File: src/rtl/spi_arb_pkg.sv
// rtl/spi_arb_pkg.sv - shared defaults and FSM state encoding for the arbitrated SPI master
package spi_arb_pkg;

    localparam int DEFAULT_N       = 8;
    localparam int DEFAULT_CLK_DIV = 4;

    typedef enum logic [7:0] {
        ST_IDLE  = 8'd0,
        ST_SETUP = 8'd1,
        ST_SHIFT = 8'd2,
        ST_HOLD  = 8'd3,
        ST_GAP   = 8'd4
    } state_e;

endpackage

File: src/rtl/spi_sync2.sv
// rtl/spi_sync2.sv - two-flop synchronizer for the asynchronous MISO input
module spi_sync2 (
    input  logic clk,
    input  logic reset,
    input  logic d_i,
    output logic q_o
);

    logic meta_q;
    logic sync_q;

    always_ff @(posedge clk or negedge reset) begin
        if (!reset) begin
            meta_q <= 1'b0;
            sync_q <= 1'b0;
        end else begin
            meta_q <= d_i;
            sync_q <= meta_q;
        end
    end

    assign q_o = sync_q;

endmodule

File: src/rtl/spi_arbiter_master.sv
// rtl/spi_arbiter_master.sv - round-robin arbitrated SPI mode-0 master, one N-bit transfer per grant
import spi_arb_pkg::*;

module spi_arbiter_master #(
    parameter int N       = DEFAULT_N,
    parameter int NREQ    = 2,
    parameter int CLK_DIV = DEFAULT_CLK_DIV
) (
    input  logic                     clk,
    input  logic                     reset,
    input  logic [NREQ-1:0]          req_valid,
    input  logic [NREQ*N-1:0]        req_data,
    output logic [NREQ-1:0]          req_ready,
    output logic                     rsp_valid,
    output logic [N-1:0]             rsp_data,
    output logic [$clog2(NREQ)-1:0]  rsp_id,
    output logic                     busy,
    output logic                     SCK,
    output logic                     CS,
    output logic                     MOSI,
    input  logic                     MISO
);

    localparam int IDW = $clog2(NREQ);
    localparam int DW  = $clog2(CLK_DIV);
    localparam int BW  = (N > 1) ? $clog2(N) : 1;
    localparam logic [DW-1:0] DIV_LOAD = DW'(CLK_DIV - 1);
    localparam logic [BW-1:0] LAST_BIT = BW'(N - 1);

    state_e          state_q, state_d;
    logic [DW-1:0]   div_q, div_d;
    logic [BW-1:0]   bit_q, bit_d;
    logic [N-1:0]    tx_q, tx_d;
    logic [N-1:0]    rx_q, rx_d;
    logic [IDW-1:0]  id_q, id_d;
    logic [IDW-1:0]  ptr_q, ptr_d;
    logic            sck_q, sck_d;
    logic            cs_n_q, cs_n_d;
    logic            mosi_q, mosi_d;
    logic            rsp_valid_q, rsp_valid_d;
    logic [N-1:0]    rsp_data_q, rsp_data_d;
    logic [IDW-1:0]  rsp_id_q, rsp_id_d;

    logic [NREQ-1:0] grant;
    logic [IDW-1:0]  grant_id;
    logic [IDW-1:0]  cand;
    logic            found;
    logic [N-1:0]    sel_data;
    logic            accept;
    logic            div_zero;
    logic            miso_s;

    spi_sync2 u_miso_sync (
        .clk   (clk),
        .reset (reset),
        .d_i   (MISO),
        .q_o   (miso_s)
    );

    // Search begins one past the last winner so every requester gets a turn.
    always_comb begin
        grant    = '0;
        grant_id = '0;
        cand     = '0;
        found    = 1'b0;
        for (int k = 0; k < NREQ; k++) begin
            cand = IDW'((int'(ptr_q) + k) % NREQ);
            if (!found && req_valid[cand]) begin
                found       = 1'b1;
                grant[cand] = 1'b1;
                grant_id    = cand;
            end
        end
    end

    always_comb begin
        sel_data = '0;
        for (int k = 0; k < NREQ; k++) begin
            if (grant[k]) sel_data = req_data[k*N +: N];
        end
    end

    assign req_ready = (reset && state_q == ST_IDLE) ? grant : '0;
    assign accept    = |req_ready;
    assign div_zero  = (div_q == '0);

    always_comb begin
        state_d     = state_q;
        div_d       = div_q;
        bit_d       = bit_q;
        tx_d        = tx_q;
        rx_d        = rx_q;
        id_d        = id_q;
        ptr_d       = ptr_q;
        sck_d       = sck_q;
        cs_n_d      = cs_n_q;
        mosi_d      = mosi_q;
        rsp_valid_d = 1'b0;
        rsp_data_d  = rsp_data_q;
        rsp_id_d    = rsp_id_q;
        case (state_q)
            ST_IDLE: begin
                if (accept) begin
                    state_d = ST_SETUP;
                    div_d   = DIV_LOAD;
                    bit_d   = '0;
                    tx_d    = sel_data;
                    id_d    = grant_id;
                    ptr_d   = (grant_id == IDW'(NREQ - 1)) ? '0 : grant_id + 1'b1;
                    cs_n_d  = 1'b0;
                    mosi_d  = sel_data[N-1];
                end
            end
            ST_SETUP: begin
                if (div_zero) begin
                    state_d = ST_SHIFT;
                    div_d   = DIV_LOAD;
                    sck_d   = 1'b1;
                end else begin
                    div_d = div_q - 1'b1;
                end
            end
            ST_SHIFT: begin
                if (!div_zero) begin
                    div_d = div_q - 1'b1;
                end else begin
                    div_d = DIV_LOAD;
                    if (sck_q) begin
                        // End of high phase: sample, then fall; the last low phase is HOLD.
                        sck_d = 1'b0;
                        rx_d  = {rx_q[N-2:0], miso_s};
                        if (bit_q == LAST_BIT) begin
                            state_d = ST_HOLD;
                        end else begin
                            tx_d   = {tx_q[N-2:0], 1'b0};
                            mosi_d = tx_q[N-2];
                        end
                    end else begin
                        sck_d = 1'b1;
                        bit_d = bit_q + 1'b1;
                    end
                end
            end
            ST_HOLD: begin
                if (!div_zero) begin
                    div_d = div_q - 1'b1;
                end else begin
                    state_d     = ST_GAP;
                    div_d       = DIV_LOAD;
                    cs_n_d      = 1'b1;
                    mosi_d      = 1'b0;
                    rsp_valid_d = 1'b1;
                    rsp_data_d  = rx_q;
                    rsp_id_d    = id_q;
                end
            end
            ST_GAP: begin
                if (!div_zero) begin
                    div_d = div_q - 1'b1;
                end else begin
                    state_d = ST_IDLE;
                    div_d   = DIV_LOAD;
                end
            end
            default: state_d = ST_IDLE;
        endcase
    end

    always_ff @(posedge clk or negedge reset) begin
        if (!reset) begin
            state_q     <= ST_IDLE;
            div_q       <= '0;
            bit_q       <= '0;
            tx_q        <= '0;
            rx_q        <= '0;
            id_q        <= '0;
            ptr_q       <= '0;
            sck_q       <= 1'b0;
            cs_n_q      <= 1'b1;
            mosi_q      <= 1'b0;
            rsp_valid_q <= 1'b0;
            rsp_data_q  <= '0;
            rsp_id_q    <= '0;
        end else begin
            state_q     <= state_d;
            div_q       <= div_d;
            bit_q       <= bit_d;
            tx_q        <= tx_d;
            rx_q        <= rx_d;
            id_q        <= id_d;
            ptr_q       <= ptr_d;
            sck_q       <= sck_d;
            cs_n_q      <= cs_n_d;
            mosi_q      <= mosi_d;
            rsp_valid_q <= rsp_valid_d;
            rsp_data_q  <= rsp_data_d;
            rsp_id_q    <= rsp_id_d;
        end
    end

    assign busy      = (state_q != ST_IDLE);
    assign SCK       = sck_q;
    assign CS        = cs_n_q;
    assign MOSI      = mosi_q;
    assign rsp_valid = rsp_valid_q;
    assign rsp_data  = rsp_data_q;
    assign rsp_id    = rsp_id_q;

endmodule

File: config.mk
export PLATFORM = sky130hd
export DESIGN_NAME = spi_arbiter_master
export DESIGN_NICKNAME = d
export VERILOG_FILES = /design/src/rtl/spi_arb_pkg.sv /design/src/rtl/spi_sync2.sv /design/src/rtl/spi_arbiter_master.sv
export SDC_FILE = /design/constraint.sdc
export NUM_CORES = 1
export LEC_CHECK = 0
export ABC_CLOCK_PERIOD_IN_PS = 1750
export CAP_MARGIN = 0
export CELL_PAD_IN_SITES_DETAIL_PLACEMENT = 0
export CELL_PAD_IN_SITES_GLOBAL_PLACEMENT = 1
export CORE_AREA = 2 2 77 79
export DETAILED_ROUTE_END_ITERATION = 8
export DIE_AREA = 0 0 79 81
export PLACE_DENSITY_LB_ADDON = 0.12
export SETUP_SLACK_MARGIN = 0.4
export SYNTH_ARGS = -nofsm -noshare
export SYNTH_HDL_FRONTEND = slang
export SYNTH_SLANG_ARGS = --single-unit
File: constraint.sdc
create_clock -name clk -period 1.75 [get_ports clk]
set_clock_uncertainty 0.15 [all_clocks]
set_input_delay 0.2625 -clock clk [delete_from_list [all_inputs] [get_ports clk]]
set_output_delay 0.2625 -clock clk [all_outputs]
set_load 0.05 [all_outputs]
==> results.md <==
- Final setup fails: 22
- Worst setup EP type: primary output
- Final core occ: 0.565
- Ant diodes: 0
- First drt pass iteration count: 4
- H-tree depth: 2
- Total power: 5.24 mW
- Initial Util: 0.338
- Clock Path Buffers: 2
- Synth Register Bits: 40
- Largest net degree at the start of global routing: 27
- Sink Count: 40
- Core Box Area: 5680 µm²
- Placed Area: 2580 µm²
- Die H: between 80 and 90 µm
- Logic pwr share: 0.563
- NetSw: between 1.5 and 2 mW
- Detailed placement HPWL: about 3400 µm
- Setup ws final: -0.210 ns
- Antenna viol nets, final: 0
- TritonCTS buffer count: 5
- Fmax: 510 MHz
- Post-synthesis cell count: roughly 160
- Drt wl/cell: 15.0 µm
- MaxCap Viol Count: 0
- Worst-Skew Late Latency: slightly below 0.3 ns
- Final min period: approximately 2.0 ns
- Root buffer cell: clkbuf_8
- Sw frac: 0.363
- Top_reg_cell synth: dfrtp_1
- Critical Path RT: 1.34 ns
- CP arrival: approximately 1.6 ns
- Grt ovf: 0
- Die span in x: 79 µm
- RSZ-0062 raised after global routing: yes
- Post-synth EDFFs: 0
- P per Cell Area: 1630 nW/µm²
- Syn Area/Cell: 11.7 µm²
- Vias in the first global route: ~1600
- Drt drc: 0
- Gpl congestion: 0.748
- Hold Crit Class: flip-flop to flip-flop
- Most common cell after layout, fill and taps aside: buf_4
- Failing checks: negative setup slack
- Crit start category: flip-flop
- Final wirelength: around 4800 µm
- Initial DRC count: 102
- Leak: 1.50 nW
- Slowest cell on crit path: dfrtp_2
- Yosys synthesis warning count: 0
- Final #Nets: 270
- Internal: 3.34 mW
- First-pass GRT wire length: 7840 µm
- Slowest stage delay, CP: roughly 0.44 ns
- Period Utilization, post-route: 1.12
- Layout cell share with drive strength beyond 1: 0.565
- Net Count, Synth: 188
- Die area: 6400 µm²
- Design area: 3210 µm²
- Hold_ws: 0.210 ns
- CP max FO: 3
- TritonCTS clock tree: done
- Outcome: finished with violations
- CTS clock-pin slew for the worst setup and hold paths: 0.08 ns
- Port bufs: 36
- Worst Tran Pin Value: between 0.3 and 0.4 ns
- Ys async rst share: 1.00
- Final Slew Violations: 0
- Max-Slew Margin vs Limit: 0.752
- VDD IR-drop max: 806 µV
- Vias post-DR: between 1500 and 2000
- Clock Power Share: 0.166
- Synthesized area: between 1500 and 2000 µm²
- Setup CP Type: flip-flop to primary output
- P&R area growth vs syn: 67.2%
- Layout fillers: 496
- GRT Total Usage: 0.159
- Num ports: 37
- Cell chain of the critical path: buf_4, nor4b_4, and3_4, buf_12
- Antenna violations before repair: 0
- Final Hold Vio Count: 0
- Most frequent cells in the layout: buf_4, dfrtp_1, clkdlybuf4s50_1
- Sequential Power Share: 0.271
- Sequential-to-total area share from yosys stat: 0.522
- Placement Rows: 28
- Via density: between 4 and 5
- Post-synth cell types: 42
path summary, 6_finish.rpt:
path | startpoint | depth (start not counted) | slack [ns] | endpoint
max in group asynchronous | reset | 3 | 0.51 | CS$_DFFE_PN1P_
worst max-delay path | state_q[2]$_DFFE_PN0P_ | 4 | -0.21 | req_ready[1]
worst min register to register | u_miso_sync.meta_q$_DFF_PN0_ | 0 | 0.21 | u_miso_sync.q_o$_DFF_PN0_
worst max register to register | state_q[2]$_DFFE_PN0P_ | 7 | -0.20 | tx_q[3]$_DFFE_PN0P_
min in group asynchronous | reset | 2 | 0.30 | bit_q[2]$_DFFE_PN0P_
worst min-delay path | u_miso_sync.meta_q$_DFF_PN0_ | 0 | 0.21 | u_miso_sync.q_o$_DFF_PN0_
critical path, delay by kind of cell, from the launching register on:
kind,cells,cell delay [ns]
buffers and inverters,2,0.28
DFF,1,0.44
and+or+nand+nor,2,0.53
cell usage after synthesis, types with 3 or more instances:
master,number,area (µm²)
dfrtp_1,39,976
mux2_2,25,282
nor2_1,12,45.0
a21oi_1,10,50.1
nand2_1,8,30.0
a32oi_1,7,61.3
inv_1,7,26.3
o21ai_0,5,25.0
o21ai_1,4,20.0
buf_2,3,15.0
buf_6,3,33.8
ha_1,3,37.5
nand3_1,3,15.0
timing repair:
item | CTS | global route
endpoints found under the setup margin | 42 | 43
gates cloned | 1 | 0
hold buffers | 1 | 0
setup buffers | 20 | 6
resized for setup | 39 | 25
hold endpoints to repair | 39 | 0
pin swaps | 15 | 8
per-stage QoR:
step | setup slack, ns | cells | TNS [ns]
floorplan | 0.0522 | 164 | 0
global placement | -0.233 | 286 | -2.28
detailed placement | -0.270 | 286 | -3.06
CTS | -0.220 | 315 | -2.10
global route | -0.284 | 321 | -5.06
finish | -0.210 | 321 | -3.65
cell type report:
type                       count  area [µm²]  share of cell area
sequential                    40        1000               0.313
inverter                       7        32.5              0.0101
tap                           75        93.8              0.0292
clock buffer                   5        68.8              0.0214
timing repair buffer          84         851               0.265
clock inverter                 2        60.1              0.0187
multi-input combinational    108        1100               0.342
cells by family (layout without fill, tap and decap cells):
family	after synthesis	count (layout)	share of synthesized area
AO/OA/AOI/OAI	36	36	0.126
XOR/XNOR	2	2	0.00913
adder cells (fa/ha/maj)	3	3	0.0196
buffers and inverters	16	98	0.0469
flip-flops	40	40	0.522
multiplexers	27	27	0.157
AND/OR/NAND/NOR	40	40	0.119
state kept, by name, indices dropped and copies added (netlist names), 2 cells and up:
name and cells:
rx_q 8, bit_q 3, rsp_data 8, div_q 2
tx_q 7, state_q 3
power by group through the flow:
stage               sequential, mW  combinational, mW  clock (mW)
floorplan                     1.58               1.26           0
global placement              1.41               1.98           0
detailed placement            1.43               2.04           0
CTS                           1.39               2.73       0.897
global route                  1.46               3.16       0.945
finish                        1.42               2.95       0.871
metal layers:
layer	vias to the layer above	part of all wire	wire [µm]	GRT usage
li1	757	-	-	-
met1	777	0.43	2060	0.199
met2	19	0.53	2540	0.275
met3	6	0.031	148	0.0344
met4	0	0.011	53	0.0500
met5	-	0	0	0
Power figures use the tool's default switching activity.
